--- config.mk ---
export PLATFORM = sky130hd
export DESIGN_NAME = tl_rx_cpl_write_control
export DESIGN_NICKNAME = d
export VERILOG_FILES = /design/src/rtl/tl_rx_cpl_write_control.sv
export SDC_FILE = /design/constraint.sdc
export NUM_CORES = 1
export LEC_CHECK = 0
export BUFFER_PORTS_ARGS = -buffer_cell sky130_fd_sc_hd__buf_2
export CAP_MARGIN = 0
export CORE_AREA = 2 2 244 246
export DETAILED_ROUTE_END_ITERATION = 7
export DIE_AREA = 0 0 246 248
export PLACE_DENSITY = 0.43
export SLEW_MARGIN = 20
export SYNTH_ARGS = -nofsm -noshare
export SYNTH_HDL_FRONTEND = slang
export SYNTH_SLANG_ARGS = --single-unit
--- constraint.sdc ---
create_clock -name i_clk -period 3.8 [get_ports i_clk]
set_clock_uncertainty 0.15 [all_clocks]
set_input_delay 0.38 -clock i_clk [delete_from_list [all_inputs] [get_ports i_clk]]
set_output_delay 0.38 -clock i_clk [all_outputs]
set_load 0.03 [all_outputs]
--- src/rtl/tl_rx_cpl_write_control.sv ---
// Producer side of the RX completion buffer: realigns payload into 8-DW data entries and commits the header last.
// Optional: define CPL_LEN_CHECK_EN to flag Length/EOP mismatches on o_malformed (tied 0 otherwise).
module tl_rx_cpl_write_control #(
    parameter int DATA_WIDTH     = 256,
    parameter int HDR_WIDTH      = 96,
    parameter int PAYLOAD_LENGTH = 10,
    parameter int FREE_CNT_WIDTH = 8
) (
    input  logic                      i_clk,
    input  logic                      i_n_rst,
    input  logic                      i_tlp_valid,
    input  logic                      i_tlp_sop,
    input  logic                      i_tlp_eop,
    input  logic [DATA_WIDTH-1:0]     i_tlp_data,
    output logic                      o_tlp_ready,
    input  logic                      i_hdr_full,
    input  logic [FREE_CNT_WIDTH-1:0] i_data_free_entries,
    output logic                      o_hdr_wr_en,
    output logic [HDR_WIDTH-1:0]      o_hdr_wr_data,
    output logic                      o_data_wr_en,
    output logic [DATA_WIDTH-1:0]     o_data_wr_data,
    output logic                      o_malformed
);
    localparam int NUM_DW   = DATA_WIDTH / 32;
    localparam int CARRY_DW = NUM_DW - HDR_WIDTH / 32;
    localparam int CARRY_W  = CARRY_DW * 32;
    localparam int LW       = PAYLOAD_LENGTH + 1;
    localparam int CCW      = $clog2(CARRY_DW + 1);

    typedef enum logic [1:0] {IDLE, DATA, FLUSH, COMMIT} state_t;

    state_t                    state, state_nxt;
    logic [HDR_WIDTH-1:0]      hdr_reg;
    logic [CARRY_W-1:0]        carry_reg;
    logic [LW-1:0]             rem_dw;
    logic [CCW-1:0]            carry_cnt;

    logic                      has_data;
    logic [PAYLOAD_LENGTH-1:0] len_fld;
    logic [LW-1:0]             l_eff;
    logic [LW-1:0]             rem_dec;
    logic [LW:0]               need;
    logic                      sop_take;
    logic                      beat_take;

    assign has_data = i_tlp_data[30];
    assign len_fld  = i_tlp_data[PAYLOAD_LENGTH-1:0];

    // Length 0 encodes the maximum payload (1024 DW)
    always_comb begin
        if (!has_data)
            l_eff = '0;
        else if (len_fld == '0)
            l_eff = LW'(1) << PAYLOAD_LENGTH;
        else
            l_eff = {1'b0, len_fld};
    end

    assign need    = ({1'b0, l_eff} + (LW+1)'(7)) >> 3;
    assign rem_dec = (rem_dw > LW'(NUM_DW)) ? rem_dw - LW'(NUM_DW) : '0;

    function automatic logic [DATA_WIDTH-1:0] mask_dw(input logic [DATA_WIDTH-1:0] d,
                                                      input logic [LW-1:0] n);
        logic [DATA_WIDTH-1:0] m;
        m = d;
        for (int i = 0; i < NUM_DW; i++)
            if (LW'(i) >= n) m[i*32 +: 32] = '0;
        return m;
    endfunction

    function automatic logic [CCW-1:0] cap_carry(input logic [LW-1:0] n);
        return (n > LW'(CARRY_DW)) ? CCW'(CARRY_DW) : CCW'(n);
    endfunction

    always_comb begin
        state_nxt      = state;
        o_tlp_ready    = 1'b0;
        o_hdr_wr_en    = 1'b0;
        o_hdr_wr_data  = '0;
        o_data_wr_en   = 1'b0;
        o_data_wr_data = '0;
        o_malformed    = 1'b0;
        sop_take       = 1'b0;
        beat_take      = 1'b0;
        case (state)
            IDLE: begin
                // Space is reserved for the whole TLP up front; nothing stalls it afterwards
                o_tlp_ready = ~i_hdr_full & (32'(i_data_free_entries) >= 32'(need));
                if (i_tlp_valid && o_tlp_ready && i_tlp_sop) begin
                    sop_take = 1'b1;
                    if (l_eff == '0) begin
                        state_nxt = COMMIT;
                    end else if (i_tlp_eop) begin
                        state_nxt = FLUSH;
`ifdef CPL_LEN_CHECK_EN
                        o_malformed = (l_eff > LW'(CARRY_DW));
`endif
                    end else begin
                        state_nxt = DATA;
                    end
                end
            end
            DATA: begin
                o_tlp_ready = 1'b1;
                if (i_tlp_valid) begin
`ifdef CPL_LEN_CHECK_EN
                    if (rem_dw == '0) begin
                        o_malformed = 1'b1;
                        if (i_tlp_eop) state_nxt = COMMIT;
                    end else begin
                        beat_take   = 1'b1;
                        o_malformed = i_tlp_eop && (rem_dec > LW'(CARRY_DW));
                    end
`else
                    beat_take = 1'b1;
`endif
                    if (beat_take) begin
                        o_data_wr_en   = 1'b1;
                        o_data_wr_data = mask_dw({i_tlp_data[HDR_WIDTH-1:0], carry_reg}, rem_dw);
                        if (i_tlp_eop) state_nxt = (rem_dec != '0) ? FLUSH : COMMIT;
                    end
                end
            end
            FLUSH: begin
                o_data_wr_en   = 1'b1;
                o_data_wr_data = mask_dw({{HDR_WIDTH{1'b0}}, carry_reg}, LW'(carry_cnt));
                state_nxt      = COMMIT;
            end
            COMMIT: begin
                o_hdr_wr_en   = 1'b1;
                o_hdr_wr_data = hdr_reg;
                state_nxt     = IDLE;
            end
            default: state_nxt = IDLE;
        endcase
    end

    always_ff @(posedge i_clk or negedge i_n_rst) begin
        if (!i_n_rst) begin
            state     <= IDLE;
            hdr_reg   <= '0;
            carry_reg <= '0;
            rem_dw    <= '0;
            carry_cnt <= '0;
        end else begin
            state <= state_nxt;
            if (sop_take) begin
                hdr_reg   <= i_tlp_data[HDR_WIDTH-1:0];
                carry_reg <= i_tlp_data[DATA_WIDTH-1:HDR_WIDTH];
                rem_dw    <= l_eff;
                carry_cnt <= cap_carry(l_eff);
            end else if (beat_take) begin
                carry_reg <= i_tlp_data[DATA_WIDTH-1:HDR_WIDTH];
                rem_dw    <= rem_dec;
                carry_cnt <= cap_carry(rem_dec);
            end
        end
    end
endmodule

==> Word-level counts from Yosys, hierarchy flattened <==
Index checks and enable logic that the tools add are counted.
{ "op_classes": {"magnitude_cmp": 17, "reduce_logical": 8, "n_bitwise": 2, "n_addsub": 2, "n_eq_ne": 6, "mux": 41} }
{ "ops": {"columns": ["cell", "n"], "rows": [
  ["$pmux W256 S2", 1],
  ["$mux W32", 13],
  ["$mux W160", 2],
  ["$mux W256", 1],
  ["$mux W96", 1],
  ["$mux W11", 5],
  ["$ge A3 B11 Y1 const A", 4],
  ["$ge A1 B11 Y1 const A", 2],
  ["$ge A2 B11 Y1 const A", 2],
  ["$gt A11 B3 Y1 const B", 2],
  ["$add A11 B3 Y12 const B", 1],
  ["$mux W3", 4],
  ["$gt A11 B4 Y1 const B", 1],
  ["$logic_not A11 Y1", 1],
  ["$reduce_bool A11 Y1", 1],
  ["$sub A11 B4 Y11 const B", 1],
  ["$logic_not A10 Y1", 1],
  ["$mux W2", 5],
  ["$ge A8 B9 Y1", 1],
  ["$pmux W2 S4", 1],
  ["$ge A1 B3 Y1 const A", 2],
  ["$ge A2 B3 Y1 const A", 2],
  ["$mux W1", 6],
  ["$ne A2 B2 Y1 const B", 3],
  ["other kinds (10)", 13]
]} }
{ "totals": {"inputBits": 270, "out_inout_bits": 356, "regBits": 272, "wordCells": 81} }

==> Longest topological paths before layout <==
{ "logic_depth": {"word_depth": 11, "mapped_depth": 14, "ltp_nobuf": 11} }

==> Worst setup path after synthesis <==
No wires, ideal clock.
{ "synth_path": {"kind": "input -> output", "from": "in i_tlp_data[1]", "to": "out o_tlp_ready", "t_required_ps": 3270, "cell_stages": 12, "path_buffers": 1, "slack_ps": 265, "arrival_time_ps": 3005, "cell_sequence": "clkbuf_1 > o31ai_1 > nor2_1 > nand4_1 > xnor2_1 > nand2_1 > ha_1 > and3_1 > o2111ai_1 > o21ai_0 > nand2_1 > o21ai_0"} }
{ "synth_between": {"elab_chain_cells": 7} }
{ "synth_lines": {"columns": ["element", "line", "source"], "rows": [
  ["start: declaration", "14", "input logic [DATA_WIDTH-1:0] i_tlp_data,"],
  ["$logic_not A10 Y1", "53", "else if (len_fld == '0)"],
  ["$mux W11 *", "53", null],
  ["$mux W11 *", "51", "if (!has_data)"],
  ["$add A11 B3 Y12 *", "59", "assign need = ({1'b0, l_eff} + (LW+1)'(7)) >> 3;"],
  ["$ge A8 B9 Y1 *", "88", "o_tlp_ready = ~i_hdr_full & (32'(i_data_free_entries) >= 32'(need));"],
  ["$and A1 B1 Y1 *", "88", null],
  ["$pmux W1 S2 *", "85", "case (state)"],
  ["end: declaration", "15", "output logic o_tlp_ready,"]
]} }
Mark *: on every way between the ends. The rest lies on a longest branch, timed or not.

==> Worst setup path after layout <==
Same ends and word-level chain as after synthesis.

==> report_table.html <==
<table>
<tr><th>Metric</th><th>Value</th></tr>
<tr><th colspan="2">Outcome</th></tr>
<tr><td>Run status</td><td>finished clean</td></tr>
<tr><th colspan="2">Cells and area</th></tr>
<tr><td>Final std cell area, no fill</td><td>0.0217 mm^2</td></tr>
<tr><td>Max FFs per register</td><td>160</td></tr>
<tr><td>Leading cell types in the layout, fill and taps excluded</td><td>623 x sky130_fd_sc_hd__buf_2, 272 x sky130_fd_sc_hd__dfrtp_1, 257 x sky130_fd_sc_hd__and2_1, 257 x sky130_fd_sc_hd__mux2_2, 250 x sky130_fd_sc_hd__dlygate4sd3_1</td></tr>
<tr><td>Nets</td><td>2,390</td></tr>
<tr><td>Antenna fix cells</td><td>0</td></tr>
<tr><td>Post-route core utilization</td><td>0.371</td></tr>
<tr><td>Post-synthesis to final-layout area growth</td><td>58.5%</td></tr>
<tr><td>Fraction of final layout cells sized beyond drive strength 1</td><td>0.470</td></tr>
<tr><td>Fill cell instance count of the final layout</td><td>5,829</td></tr>
<tr><td>Most common library cell in the layout ignoring fill and taps</td><td>sky130_fd_sc_hd__buf_2</td></tr>
<tr><th colspan="2">Timing</th></tr>
<tr><td>Final Setup Violations</td><td>0</td></tr>
<tr><td>Transition time at the pin with the least slew margin</td><td>0.874 ns</td></tr>
<tr><td>Setup slack of the critical path after layout</td><td>0.258 ns</td></tr>
<tr><td>Number of max-slew violations in the final report</td><td>0</td></tr>
<tr><td>F_max</td><td>0.282 GHz</td></tr>
<tr><td>Final period util</td><td>0.932</td></tr>
<tr><td>RSZ-0062 raised after global routing</td><td>no</td></tr>
<tr><td>Max-Slew Margin vs Limit</td><td>0.417</td></tr>
<tr><td>Total count of hold-check failures in the final report</td><td>0</td></tr>
<tr><td>Clock period minus final worst setup slack</td><td>3.54 ns</td></tr>
<tr><th colspan="2">Die</th></tr>
<tr><td>Row count</td><td>89</td></tr>
<tr><td>Width of the die</td><td>246 um</td></tr>
<tr><td>CORE AREA</td><td>0.0585 mm^2</td></tr>
<tr><td>Number of top-level pins</td><td>626</td></tr>
<tr><td>Initial cell density of the core</td><td>0.234</td></tr>
<tr><td>Die height</td><td>248 um</td></tr>
<tr><td>Total Die Area</td><td>0.0610 mm^2</td></tr>
<tr><th colspan="2">Min path</th></tr>
<tr><td>Worst hold-check path type</td><td>input pin to flip-flop</td></tr>
<tr><th colspan="2">Worst setup path</th></tr>
<tr><td>Crit-path max FO</td><td>4</td></tr>
<tr><td>Required @ worst endpoint</td><td>3.27 ns</td></tr>
<tr><td>Critical path capture point type</td><td>output pin</td></tr>
<tr><td>Critical path start-end classification</td><td>input pin to output pin</td></tr>
<tr><td>Crit path launch type</td><td>input pin</td></tr>
<tr><td>Data arrival time of the critical path</td><td>3.01 ns</td></tr>
<tr><th colspan="2">Power</th></tr>
<tr><td>Peak supply drop</td><td>492 uV</td></tr>
<tr><td>Static Leak</td><td>10.9 nW</td></tr>
<tr><td>Post-route total power</td><td>0.0171 W</td></tr>
<tr><td>Power density cells</td><td>786 mW/mm^2</td></tr>
<tr><th colspan="2">Clock network</th></tr>
<tr><td>CTS root buf</td><td>sky130_fd_sc_hd__clkbuf_16</td></tr>
<tr><td>Number of buffers added by the clock tree synthesis step</td><td>35</td></tr>
<tr><td>Clk pin slew, worst setup/hold paths</td><td>0.06 ns</td></tr>
<tr><td>CTS tree</td><td>built</td></tr>
<tr><td>Source-to-sink clock delay at the later pin of the worst-skew pair</td><td>0.52 ns</td></tr>
<tr><td>Num Clock Sinks</td><td>272</td></tr>
<tr><td>Max Root-Sink Buffers</td><td>3</td></tr>
<tr><td>Number of H-tree branching levels</td><td>2</td></tr>
<tr><td>Setup Buffers After CTS</td><td>0</td></tr>
<tr><th colspan="2">Global route</th></tr>
<tr><td>Number of antenna violations at the first check in global routing</td><td>2</td></tr>
<tr><td>Wire length of the first global-routing pass</td><td>71,800 um</td></tr>
<tr><td>Largest net degree at the start of global routing</td><td>105</td></tr>
<tr><td>Global router's overall resource usage</td><td>0.151</td></tr>
<tr><td>Aggregate global routing overflow</td><td>0</td></tr>
<tr><td>Number of global-route vias before repair</td><td>12,700</td></tr>
<tr><th colspan="2">Routing</th></tr>
<tr><td>DRC violation count after routing</td><td>0</td></tr>
<tr><td>Via density</td><td>4.28</td></tr>
<tr><td>Wirelength per Cell</td><td>16.9 um</td></tr>
<tr><td>Number of DRC violations after detailed-routing iteration 0</td><td>345</td></tr>
<tr><td>Pre-Repair DR Iteration Count</td><td>4</td></tr>
<tr><td>Final wirelength</td><td>48,900 um</td></tr>
<tr><td>ANT nets after route</td><td>0</td></tr>
<tr><td>Via Count</td><td>12,400</td></tr>
<tr><th colspan="2">Flow run</th></tr>
<tr><td>Max-capacitance violation count</td><td>0</td></tr>
<tr><th colspan="2">Synth</th></tr>
<tr><td>Library cell occupying the most area in the post-synthesis netlist</td><td>sky130_fd_sc_hd__dfrtp_1</td></tr>
<tr><td>Synthesized cell area</td><td>0.0137 mm^2</td></tr>
<tr><td>Main flop type after synthesis</td><td>sky130_fd_sc_hd__dfrtp_1</td></tr>
<tr><td>Number of enable-type register cells in the synthesized netlist</td><td>0</td></tr>
<tr><td>Top-area cell type share of the netlist area</td><td>0.497</td></tr>
<tr><td>Post-synthesis net count</td><td>1,515</td></tr>
<tr><td>Yosys reg bits</td><td>272</td></tr>
<tr><td>Proportion of synthesized flip-flops having asynchronous set or reset</td><td>1.00</td></tr>
<tr><td>Count of unique library cells instantiated by Yosys</td><td>52</td></tr>
<tr><td>Post-synthesis average cell area</td><td>11.1 um^2</td></tr>
<tr><td>Syn. warnings</td><td>0</td></tr>
<tr><td>Top post-synthesis cells by area</td><td>sky130_fd_sc_hd__dfrtp_1 50%, sky130_fd_sc_hd__mux2_2 21%, sky130_fd_sc_hd__and2_1 12%</td></tr>
<tr><td>Portion of the post-synthesis area used by sequential elements</td><td>0.497</td></tr>
<tr><td>Synth Instances</td><td>1,230</td></tr>
<tr><th colspan="2">Placement</th></tr>
<tr><td>Buffers on Ports</td><td>624</td></tr>
<tr><td>Placed wire-length estimate after detailed placement</td><td>34,300 um</td></tr>
<tr><td>Cell Area, Placed</td><td>0.0180 mm^2</td></tr>
<tr><td>Final weighted congestion in routability-driven placement</td><td>0.803</td></tr>
<tr><td>Setup slack after placement</td><td>-0.0200 ns</td></tr>
</table>
-- logic make-up after synthesis --
| family | share of synthesized area |
|---|---|
| AO/OA/AOI/OAI | 0.0280 |
| multiplexers | 0.222 |
| adder cells (fa/ha/maj) | 0.0137 |
| flip-flops | 0.497 |
| other | 0.000274 |
| XOR/XNOR | 0.00512 |
| buffers and inverters | 0.0326 |
| AND/OR/NAND/NOR | 0.202 |
-- layer usage --
metal	vias up	wire length, um	track usage
met3	87	3350	0.0396
li1	5878	-	-
met4	2	1660	0.0579
met1	6011	20000	0.180
met5	-	17	0
met2	440	23900	0.260
-- worst paths after layout --
kind,start,endpoint,cells past startpoint,slack [ns]
max,i_tlp_data[1],o_tlp_ready,14,0.26
min,i_tlp_data[8],hdr_reg[8],2,0.04
min reg2reg,carry_reg[37],carry_reg[37],1,0.34
max in group asynchronous,i_n_rst,carry_reg[67],3,2.15
max reg2reg,rem_dw[3],carry_cnt[1],7,1.36
min in group asynchronous,i_n_rst,hdr_reg[12],2,0.38
-- cell usage after synthesis, types with 2 or more instances --
cell type,n
sky130_fd_sc_hd__a211oi_1,2
sky130_fd_sc_hd__xnor2_1,3
sky130_fd_sc_hd__buf_6,3
sky130_fd_sc_hd__xor2_1,5
sky130_fd_sc_hd__a21oi_1,9
sky130_fd_sc_hd__clkbuf_1,52
sky130_fd_sc_hd__and2_1,257
sky130_fd_sc_hd__ha_1,15
sky130_fd_sc_hd__o2111ai_1,2
sky130_fd_sc_hd__o21ai_0,10
sky130_fd_sc_hd__nor2_1,82
sky130_fd_sc_hd__nand4_1,2
sky130_fd_sc_hd__inv_1,8
sky130_fd_sc_hd__nand2_1,100
sky130_fd_sc_hd__nand2b_1,4
sky130_fd_sc_hd__nand3_1,8
sky130_fd_sc_hd__buf_4,11
sky130_fd_sc_hd__mux2i_1,14
sky130_fd_sc_hd__o31ai_1,5
sky130_fd_sc_hd__a31oi_1,3
sky130_fd_sc_hd__or3_1,2
sky130_fd_sc_hd__a2111oi_0,2
sky130_fd_sc_hd__a32oi_1,2
sky130_fd_sc_hd__a21o_1,3
sky130_fd_sc_hd__o21a_1,5
sky130_fd_sc_hd__nor3b_1,2
sky130_fd_sc_hd__and3_1,34
sky130_fd_sc_hd__mux2_2,257
sky130_fd_sc_hd__dfrtp_1,272
sky130_fd_sc_hd__buf_2,21
sky130_fd_sc_hd__nor3_1,12
sky130_fd_sc_hd__nor4_1,3
-- where the power goes --
group          internal [W]  switching, W
registers           0.00429      0.000701
logic               0.00331       0.00534
clock network       0.00211       0.00130
-- what timing repair did --
item,in CTS,in global routing
hold buffers,250,0
endpoints found under the setup margin,0,1
endpoints found under the hold margin,347,0
gates resized for setup,0,2
-- critical path, cell delays in order --
cell                       delay, ns
sky130_fd_sc_hd__buf_2          0.11
sky130_fd_sc_hd__o31ai_1        0.51
sky130_fd_sc_hd__buf_4          0.24
sky130_fd_sc_hd__nor2_2         0.07
sky130_fd_sc_hd__nand4_1        0.12
sky130_fd_sc_hd__nor2_1         0.06
sky130_fd_sc_hd__o21ai_0        0.18
sky130_fd_sc_hd__ha_1           0.27
sky130_fd_sc_hd__and3_1         0.20
sky130_fd_sc_hd__a221oi_1       0.32
sky130_fd_sc_hd__o21ai_1        0.19
sky130_fd_sc_hd__nand2_1        0.10
sky130_fd_sc_hd__o21ai_0        0.07
sky130_fd_sc_hd__buf_2          0.19
-- per-stage QoR --
stage | setup TNS, ns | instances | hold WS, ns
detailed placement | -0.339 | 2591 | 0.337
global route | 0 | 2901 | 0.0206
CTS | 0 | 2901 | 0.000511
global placement | -1.22 | 2591 | 0.332
floorplan | 0 | 1230 | -0.0656
finish | 0 | 2901 | 0.0416
-- final cells by class --
type                            instances  area, um^2  share of cell area
Inverter                                8        30.0             0.00138
Clock inverter                         12         166             0.00767
Sequential cell                       272        6810               0.314
Tap cell                              773         967              0.0446
Multi-Input combinational cell        863        6490               0.299
Clock buffer                           48        1000              0.0463
Timing Repair Buffer                  925        6230               0.287
No activity file was read; power rests on OpenSTA's default activity.
